$ cat config.mk
export PLATFORM = sky130hd
export DESIGN_NAME = serializer_feeder
export DESIGN_NICKNAME = d
export VERILOG_FILES = /design/src/rtl/serializer_feeder.sv
export SDC_FILE = /design/constraint.sdc
export NUM_CORES = 1
export LEC_CHECK = 0
export BUFFER_PORTS_ARGS = -buffer_cell sky130_fd_sc_hd__buf_2
export CAP_MARGIN = 20
export CORE_UTILIZATION = 50
export DETAILED_ROUTE_END_ITERATION = 8
export PLACE_DENSITY_LB_ADDON = 0.3
export SLEW_MARGIN = 10
export SYNTH_ARGS = -nofsm -noshare
export SYNTH_HDL_FRONTEND = slang
export SYNTH_SLANG_ARGS = --single-unit
$ cat constraint.sdc
create_clock -name clock -period 4.9 [get_ports clock]
set_input_delay 0.735 -clock clock [delete_from_list [all_inputs] [get_ports clock]]
set_output_delay 0.735 -clock clock [all_outputs]
set_load 0.02 [all_outputs]
$ cat src/rtl/serializer_feeder.sv
// Word FIFO feeding a bit serializer: buffers producer writes and
// launches one word at a time via a registered start pulse paced by busy.
module serializer_feeder #(
    parameter int DATA_WIDTH = 8,
    parameter int DEPTH      = 16,
    parameter int ADDR_WIDTH = $clog2(DEPTH),
    parameter int LAUNCH_TO  = 3
) (
    input  logic                  clock,
    input  logic                  reset,
    input  logic [DATA_WIDTH-1:0] wr_data_i,
    input  logic                  wr_en_i,
    output logic                  full_o,
    output logic                  empty_o,
    output logic [ADDR_WIDTH:0]   count_o,
    output logic                  overflow_o,
    output logic                  launch_err_o,
    output logic [DATA_WIDTH-1:0] ser_data_o,
    output logic                  ser_start_o,
    input  logic                  ser_busy_i
);

    localparam int CW = ADDR_WIDTH + 1;
    localparam int TW = $clog2(LAUNCH_TO) + 1;

    typedef enum logic [1:0] {
        IDLE,
        LAUNCH,
        WAIT_BUSY,
        WAIT_DONE
    } state_t;

    state_t                state_q, state_d;
    logic [DATA_WIDTH-1:0] mem_q [DEPTH];
    logic [ADDR_WIDTH-1:0] wr_ptr_q, wr_ptr_d;
    logic [ADDR_WIDTH-1:0] rd_ptr_q, rd_ptr_d;
    logic [CW-1:0]         count_q, count_d;
    logic [TW-1:0]         tmr_q, tmr_d;
    logic                  ovf_q, ovf_d;
    logic                  err_q, err_d;
    logic                  start_q, start_d;
    logic [DATA_WIDTH-1:0] data_q, data_d;
    logic                  full, empty, push, pop;

    // Flags come from the registered count, so a word written this
    // cycle is not visible to the launch logic until the next edge.
    assign full  = (count_q == CW'(DEPTH));
    assign empty = (count_q == '0);
    assign push  = wr_en_i && !full;

    always_comb begin
        state_d  = state_q;
        tmr_d    = tmr_q;
        start_d  = 1'b0;
        data_d   = data_q;
        err_d    = err_q;
        pop      = 1'b0;
        unique case (state_q)
            IDLE: begin
                if (!empty && !ser_busy_i) begin
                    pop     = 1'b1;
                    start_d = 1'b1;
                    data_d  = mem_q[rd_ptr_q];
                    state_d = LAUNCH;
                end
            end
            LAUNCH: begin
                tmr_d   = '0;
                state_d = WAIT_BUSY;
            end
            WAIT_BUSY: begin
                if (ser_busy_i) begin
                    state_d = WAIT_DONE;
                end else if (tmr_q == TW'(LAUNCH_TO - 1)) begin
                    err_d   = 1'b1;
                    state_d = IDLE;
                end else begin
                    tmr_d = tmr_q + TW'(1);
                end
            end
            WAIT_DONE: begin
                if (!ser_busy_i) state_d = IDLE;
            end
            default: state_d = IDLE;
        endcase
    end

    always_comb begin
        wr_ptr_d = wr_ptr_q + ADDR_WIDTH'(push);
        rd_ptr_d = rd_ptr_q + ADDR_WIDTH'(pop);
        count_d  = count_q + CW'(push) - CW'(pop);
        // A dropped write is flagged even when a pop frees a slot this cycle.
        ovf_d    = ovf_q | (wr_en_i && full);
    end

    always_ff @(posedge clock) begin
        if (reset) begin
            state_q  <= IDLE;
            wr_ptr_q <= '0;
            rd_ptr_q <= '0;
            count_q  <= '0;
            tmr_q    <= '0;
            ovf_q    <= 1'b0;
            err_q    <= 1'b0;
            start_q  <= 1'b0;
            data_q   <= '0;
        end else begin
            state_q  <= state_d;
            wr_ptr_q <= wr_ptr_d;
            rd_ptr_q <= rd_ptr_d;
            count_q  <= count_d;
            tmr_q    <= tmr_d;
            ovf_q    <= ovf_d;
            err_q    <= err_d;
            start_q  <= start_d;
            data_q   <= data_d;
        end
    end

    always_ff @(posedge clock) begin
        if (push) mem_q[wr_ptr_q] <= wr_data_i;
    end

    assign full_o       = full;
    assign empty_o      = empty;
    assign count_o      = count_q;
    assign overflow_o   = ovf_q;
    assign launch_err_o = err_q;
    assign ser_data_o   = data_q;
    assign ser_start_o  = start_q;

endmodule

---- Word-level counts from Yosys, hierarchy flattened ----
Memory sizes are Yosys's and may differ from the RTL's. A register that Yosys moved wholly into a read port is not among the register bits.
Cells that the tools add are included.
operators by class
  reduce and logical (&&, ||, !) cells .... 13
  bitwise gates (word level) .............. 2
  equality and inequality tests ........... 10
  add/subtract/negate cells ............... 5
  multiplexer cells ....................... 12
operators with widths
  operator                                                          number
  3-bit AND reduction                                               3
  4-bit by 1-bit adder with 4-bit output                            2
  2-bit two-way mux                                                 4
  2-bit != test (second input constant)                             4
  2-bit case mux with 4 select lines                                1
  3-bit two-way mux                                                 2
  3-bit case mux with 2 select lines                                1
  5-bit by 1-bit adder with 5-bit output                            1
  5-bit == test (second input constant)                             1
  5-bit zero test                                                   1
  5-bit by 1-bit subtractor with 5-bit output                       1
  2-bit == test (second input constant)                             2
  1-bit two-way mux                                                 4
  3-bit by 1-bit adder with 3-bit output (second input constant)    1
  3-bit by 2-bit == test with 1-bit output (second input constant)  1
  1-bit logical AND                                                 3
  1-bit zero test                                                   3
  3-bit != test (second input constant)                             1
  2-bit by 1-bit == test with 1-bit output (second input constant)  1
  2-bit zero test                                                   1
  2-bit AND reduction                                               1
  2-bit nonzero test                                                1
  1-bit NOT                                                         1
  1-bit bitwise OR                                                  1
word-level totals
  output and inout bits ................... 18
  memories kept ........................... 1
  memory bits (writable) .................. 128
  word-level logic and storage cells ...... 51
  bits of input ports ..................... 12
  register bits after elaboration ......... 21
memories
  name   depth  width  rd ports  clocked after memory_dff  wr ports  RTL line  RTL
  mem_q  16     8      1         1                         1         34        logic [DATA_WIDTH-1:0] mem_q [DEPTH];

---- Logic depth before layout (Yosys ltp) ----
Gate-level depths: netlist of run 1.
  depth in word-level cells ............... 6
  mapped depth ............................ 14
  depth with buffers taken out ............ 14

---- Least setup slack after synthesis of run 1 ----
Ideal clock, no wire load.
  kind .................................... register to register
  from .................................... reg count_q[3] (netlist: count_o[3])
  to ...................................... reg count_q[4] (netlist: count_o[4])
  path buffers ............................ 0
  cell stages (with the launch flop) ...... 15
  arrival time ............................ 3.024 ns
  setup time .............................. 0.131 ns
  clock period less this slack ............ 3.155 ns
  required time ........................... 4.769 ns
  slack ................................... 1.745 ns
  path through ............................ dfxtp_1 inv_1 ha_1 nor4b_1 or4_4 inv_1 ha_1 inv_1 ha_1 inv_1 fa_1 nor2b_1 o21bai_1 a21oi_1 nor3b_1
on the way
  word-level cells in the longest chain between the ends .. 6
  elaborated cells between the ends (all ways) .. 10
  classes of those cells .................. add/sub: 2; eq/ne: 1; mux: 2; reduce/logical: 5
ends and longest elaborated chain
  what                                         RTL line  RTL
  start, declared                              37        logic [CW-1:0] count_q, count_d;
  start signal, assigned                       111       count_q <= count_d;
  5-bit zero test                              48        assign empty = (count_q == '0);
  named net empty_o                            14        output logic empty_o,
  1-bit zero test                              60        if (!empty && !ser_busy_i) begin
  1-bit logical AND                            60
  1-bit two-way mux                            60
  1-bit two-way mux                            58        unique case (state_q)
  named net pop                                43        logic full, empty, push, pop;
  5-bit by 1-bit subtractor with 5-bit output  91        count_d = count_q + CW'(push) - CW'(pop);
The timed path passes the listed nets, and every way through them passes these cells.
A chain may end at the register's enable or synchronous reset.

---- Final worst setup path of run 1 ----
  from .................................... reg count_q[2] (netlist: count_o[2])
  to ...................................... reg count_q[4] (netlist: count_o[4])
on the way
  word-level cells in the longest chain between the ends .. 6
  elaborated cells between the ends (all ways) .. 10
  classes of those cells .................. add/sub: 2; eq/ne: 1; mux: 2; reduce/logical: 5
ends and longest elaborated chain
  what                                         RTL line
  5-bit zero test                              48
  1-bit zero test                              60
  1-bit logical AND                            60
  1-bit two-way mux                            60
  1-bit two-way mux                            58
  named net pop                                43
  5-bit by 1-bit subtractor with 5-bit output  91
The timed path passes the listed nets, and every way through them passes these cells.

==> flow_summary.json, run 1 <==
{
  "fin_crit_ns": 2.95,
  "setup_ws_ns": 1.95,
  "crit_family": "adder cells",
  "status": "completed",
  "synthCells": 340,
  "antenna_left": 0,
  "cts_tree": "done",
  "hold_depth": 2,
  "ys.flop_type": "edfxtp_1",
  "tightest_slew_ns": 0.925,
  "avgRoutedWirePerCell_um": 20.0,
  "path_buf_inv": 4,
  "cts.sinks": 157,
  "instances_no_fill": 537,
  "clk_latency_ns": 0.41,
  "start_util": 0.514,
  "layout_commonest_cell": "edfxtp_1",
  "diodes": 0,
  "vias_per_cell": 5.72,
  "hpwl_mm": 6.60,
  "max_freq_ghz": 0.339,
  "syn_avg_cell_area_um2": 18.1,
  "rsz0062_at_grt": "no",
  "grt_overflow": 0,
  "synthArstFlopShare": 0,
  "clock_skew_ns": 0.00520,
  "ys_types": 32,
  "worstSetupPathType": "reg -> reg",
  "htreeDepth": 4,
  "via_count": 3071,
  "firstDrtPassIters": 5,
  "crit_top_cell": "inv_1",
  "relSlewSlack": 0.381,
  "multi_input_area_mm2": 0.00164,
  "syn_nets": 365,
  "drtIter0Drc": 213,
  "first_global_vias": 3056,
  "worstPathArrival_ns": 3.22,
  "worstRegToRegCells": 14,
  "required_ns": 5.17,
  "cts_resized": 0,
  "syn2layout_area_growth_pct": 14.3,
  "endpoint_kind": "flop",
  "drc": 0,
  "netlist_area_mm2": 0.00617,
  "hold_viol_final": 0,
  "clk_path_buf_depth": 2,
  "final_cell_mix": "edfxtp_1, mux4_2, buf_2",
  "cts_root_buf": "clkbuf_16",
  "numCtsBuffers": 17,
  "die_area_mm2": 0.0128,
  "num_rows": 40,
  "ios": 30,
  "fin_nets": 402,
  "hp-class": "reg -> reg",
  "max_stage_delay_ns": 0.52,
  "final-seq-area_mm2": 0.00443,
  "ir_drop_mv": 0.269,
  "track_usage": 0.189,
  "clk_pin_slew_ns": 0.06,
  "die_h_um": 113,
  "drv_cap": 0,
  "cp-start-kind": "flop",
  "whs_ns": 0.470,
  "antenna_found_initial": 0,
  "setup_violations": 0,
  "grt_max_degree": 35,
  "post_cts_buffers": 0,
  "fillerInstances": 897,
  "routed_wl_mm": 10.7,
  "synth_seq_cells": 157,
  "cp_cell_sequence": "inv_1, ha_1, nor4b_1, or4_4, inv_1, ha_1, inv_1, ha_1, inv_1, fa_1, nor2b_1, o21bai_1, a21oi_1, nor3b_1",
  "p_per_area_mw_per_mm2": 478,
  "hold_buffers": 0,
  "coreArea_mm2": 0.0120,
  "crit_cells": 14,
  "slew_violations": 0,
  "cpMaxStageDelayCell": "or4_4",
  "grt_pass1_wl_mm": 17.1,
  "synth_edf_count": 128,
  "ys_warn_count": 0,
  "port_buffers": 29,
  "dp_slack_ns": 1.86,
  "dp_cells": 504,
  "cp_max_fo": 12,
  "drive_gt1_frac": 0.246,
  "die_w_um": 113,
  "routabilityCongestion": 0.839,
  "timing.final.crit_share": 0.603,
  "tns_ns": 0,
  "leakage_uw": 0.00234,
  "seq_area_frac_synth": 0.717
}
power breakdown:
| group | total (uW) | internal [uW] | switching (uW) |
|---|---|---|---|
| clock | 1260 | 792 | 473 |
| sequential | 1610 | 1540 | 70.0 |
| combinational | 500 | 214 | 286 |
kinds of logic after synthesis:
logic type | synth area share
flops | 0.717
simple gates | 0.0623
mux | 0.145
buf+inv | 0.0183
compound gates | 0.0203
fa+ha+maj | 0.0276
xor+xnor | 0.00994
through the flow:
stage | util | total power (uW) | cell area (um2)
floorplan | - | 1960 | 6170
global placement | 0.539 | 2110 | 6470
detailed placement | 0.539 | 2130 | 6470
CTS | 0.586 | 3390 | 7040
global route | 0.587 | 3510 | 7050
finish | 0.587 | 3370 | 7050
worst reg2reg max path, cell delays in order, from the launching register on:
cell and delay, ns:
dfxtp_1 0.35, inv_1 0.07, ha_1 0.21, nor4b_1 0.16, or4_4 0.52, inv_1 0.14
ha_1 0.24, inv_1 0.06, ha_1 0.17, inv_1 0.06, fa_1 0.37, nor2b_1 0.16
o21bai_1 0.10, a21oi_1 0.16, nor3b_1 0.06
metal layers:
| metal | vias up | GRT usage | wire length (um) | share of wire |
|---|---|---|---|---|
| li1 | 1409 | - | - | - |
| met1 | 1556 | 0.258 | 4650 | 0.43 |
| met2 | 91 | 0.292 | 5420 | 0.51 |
| met3 | 15 | 0.0375 | 462 | 0.043 |
| met4 | 0 | 0.100 | 197 | 0.018 |
| met5 | - | 0 | 0 | 0 |
worst paths after layout:
check                from           end  slack, ns
min          launch_err_o  launch_err_o       0.47
max            count_o[2]    count_o[4]       1.95
max reg2reg    count_o[2]    count_o[4]       1.95
min reg2reg  launch_err_o  launch_err_o       0.47
sequential cells by signal, summed over array words and instances, names as in the netlist:
name,cells
overflow_o,1
mem_q,128
state_q,2
ser_start_o,1
tmr_q,3
ser_data_o,8
count_o,5
launch_err_o,1
wr_ptr_q,4
rd_ptr_q,4
area by class of cell:
type,count,share of cell area
clock buffers,22,0.0630
clock inverters,10,0.0172
inverters,11,0.00586
multi-input cells,155,0.232
flip-flops and latches,157,0.628
well taps,147,0.0261
repair buffers,35,0.0280
Yosys cell counts, types with 2 or more instances:
| cell | n | area [um2] |
|---|---|---|
| nand2_1 | 3 | 11.3 |
| nand2b_1 | 5 | 31.3 |
| a21oi_1 | 5 | 25.0 |
| xor2_1 | 3 | 26.3 |
| clkbuf_1 | 11 | 41.3 |
| nand3b_1 | 11 | 82.6 |
| nor2_1 | 23 | 86.3 |
| nor3_1 | 5 | 25.0 |
| buf_2 | 6 | 30.0 |
| mux2i_1 | 16 | 160 |
| edfxtp_1 | 128 | 3840 |
| dfxtp_1 | 29 | 581 |
| or3_1 | 2 | 12.5 |
| mux4_2 | 32 | 721 |
| ha_1 | 12 | 150 |
| nand3_1 | 6 | 30.0 |
| xnor2_1 | 4 | 35.0 |
| nand4_1 | 2 | 12.5 |
| o221ai_1 | 8 | 70.1 |
| inv_1 | 11 | 41.3 |
| nor2b_1 | 7 | 43.8 |
Note: power is estimated with default switching activity, not from simulation.
==> inputs of run 2 (changes only) <==
==> constraint.sdc (replaced) <==
create_clock -name clock -period 2.7 [get_ports clock]
set_input_delay 0.405 -clock clock [delete_from_list [all_inputs] [get_ports clock]]
set_output_delay 0.405 -clock clock [all_outputs]
set_load 0.02 [all_outputs]
==> run 2 against run 1 <==
Sequential power rose by 81%. Global-route usage rose by 0.77 points. Final area grew 3.8%. Combinational power is 120% higher. Sequential share of layout area is 2.3 points lower. Final cell count increased by 3.7%. Register-to-register slack got worse by 1.9 ns. Clock power increased by 97%.
==> flow_summary.json, run 2 (synthesis results as in run 1) <==
{
  "status": "completed",
  "endpoint_kind": "flop",
  "tightest_slew_ns": 0.525,
  "final_util": 0.610,
  "vias_per_cell": 5.69,
  "firstDrtPassIters": 5,
  "relSlewSlack": 0.650,
  "drive_gt1_frac": 0.322,
  "grt_overflow": 0,
  "fillerInstances": 878,
  "fin_nets": 422,
  "cp_max_fo": 3,
  "layout_commonest_cell": "edfxtp_1",
  "avgRoutedWirePerCell_um": 20.1,
  "num_rows": 40,
  "coreArea_mm2": 0.0120,
  "clk_pin_slew_ns": 0.06,
  "hp-class": "in -> reg",
  "tns_ns": 0,
  "cts_root_buf": "clkbuf_16",
  "seq_power_share": 0.449,
  "antenna_left": 0,
  "slew_violations": 0,
  "cp-start-kind": "flop",
  "first_global_vias": 3301,
  "worstSetupPathType": "reg -> reg",
  "clk_path_buf_depth": 2,
  "power.total_uw": 6480,
  "via_count": 3167,
  "clk_latency_ns": 0.42,
  "pwr-share-clk": 0.383,
  "timing.final.crit_share": 0.975,
  "whs_ns": 0.235,
  "antenna_found_initial": 0,
  "ios": 30,
  "htreeDepth": 4,
  "p_per_area_mw_per_mm2": 885,
  "routed_wl_mm": 11.2,
  "syn2layout_area_growth_pct": 18.7,
  "netSwitchingFraction": 0.252,
  "drtIter0Drc": 185,
  "track_usage": 0.197,
  "cts_tree": "done",
  "die_w_um": 113,
  "dp_cells": 520,
  "drc": 0,
  "required_ns": 2.99,
  "port_buffers": 29,
  "grt_pass1_wl_mm": 17.8,
  "instances_no_fill": 557,
  "routabilityCongestion": 0.796,
  "hpwl_mm": 6.90,
  "start_util": 0.514,
  "drv_cap": 0,
  "p_int_uw": 4840,
  "clock_skew_ns": 0.00533,
  "power_frac_comb": 0.167,
  "die_area_mm2": 0.0128,
  "max_freq_ghz": 0.380,
  "final_cell_mix": "edfxtp_1, mux4_2, buf_2",
  "ir_drop_mv": 0.624,
  "top_register": "mem_q",
  "diodes": 0,
  "numCtsBuffers": 17,
  "worstPathArrival_ns": 2.92,
  "setup_violations": 0,
  "grt_max_degree": 35,
  "leakage_uw": 0.00247,
  "die_h_um": 113,
  "hold_viol_final": 0,
  "cts.sinks": 157,
  "largest_register_ffs": 128,
  "fin_crit_ns": 2.63,
  "switchingPower_uw": 1630
}
-- run 2: cell count changes in the layout (fill, tap and decap cells not counted), moves of 2 or more --
cell	change
inv_2	+4
inv_1	-5
clkbuf_1	-3
clkinv_2	-4
buf_4	+20
dfxtp_2	+2
ha_4	+3
clkinv_4	+4
ha_1	-3
dfxtp_1	-2
-- run 2: timing repair --
item	4_1_cts	5_1_grt
hold buffers	0	0
pin swaps	1	5
resized for setup	1	12
setup endpoints to repair	1	2
setup buffers	1	4
-- run 2: routing by layer --
metal | track usage | share of wire | vias to the layer above
met5 | 0 | 0 | -
met1 | 0.247 | 0.42 | 1626
met4 | 0.0763 | 0.014 | 0
met2 | 0.329 | 0.52 | 68
met3 | 0.0541 | 0.045 | 14
li1 | - | - | 1459
-- run 2: path summary, 6_finish.rpt --
check             depth (start not counted)  slack [ns]       start         end
setup reg to reg                         14        0.07  count_o[2]  count_o[4]
setup / recovery                         14        0.07  count_o[2]  count_o[4]
hold / removal                            3        0.23     wr_en_i  overflow_o
hold reg to reg                           2        0.48  overflow_o  overflow_o
-- run 2: power groups by stage --
stage          logic [uW]  registers [uW]  clock network, uW
5_1_grt              1190            2930               2630
3_3_place_gp          934            2950                  0
4_1_cts               987            2910               2530
3_5_place_dp          961            2960                  0
6_report             1080            2910               2480
2_1_floorplan         563            3030                  0
-- run 2: critical path: stages (launching register included) --
cell and delay (ns):
dfxtp_2 0.34, inv_2 0.05, ha_4 0.15, nor4b_4 0.13
or4_4 0.52, inv_4 0.09, ha_4 0.20, inv_2 0.06
ha_4 0.12, inv_2 0.04, fa_2 0.35, nor2b_2 0.15
o21bai_1 0.10, a21oi_1 0.14, nor3b_1 0.06
-- run 2: through the flow --
step / area [um2] / setup WS (ns)
6_report: 7320 / 0.0680
5_1_grt: 7320 / -0.0347
4_1_cts: 7250 / 0.00531
3_5_place_dp: 6620 / -0.00299
3_3_place_gp: 6620 / 0.0628
2_1_floorplan: 6190 / 0.000252
-- run 2: layout make-up --
cell class,instances,area (um2),area share
flip-flops and latches,157,4430,0.605
inverters,11,43.8,0.00598
clock buffers,19,433,0.0591
repair buffers,55,353,0.0482
well taps,147,184,0.0251
multi-input cells,155,1690,0.231
clock inverters,13,190,0.0260
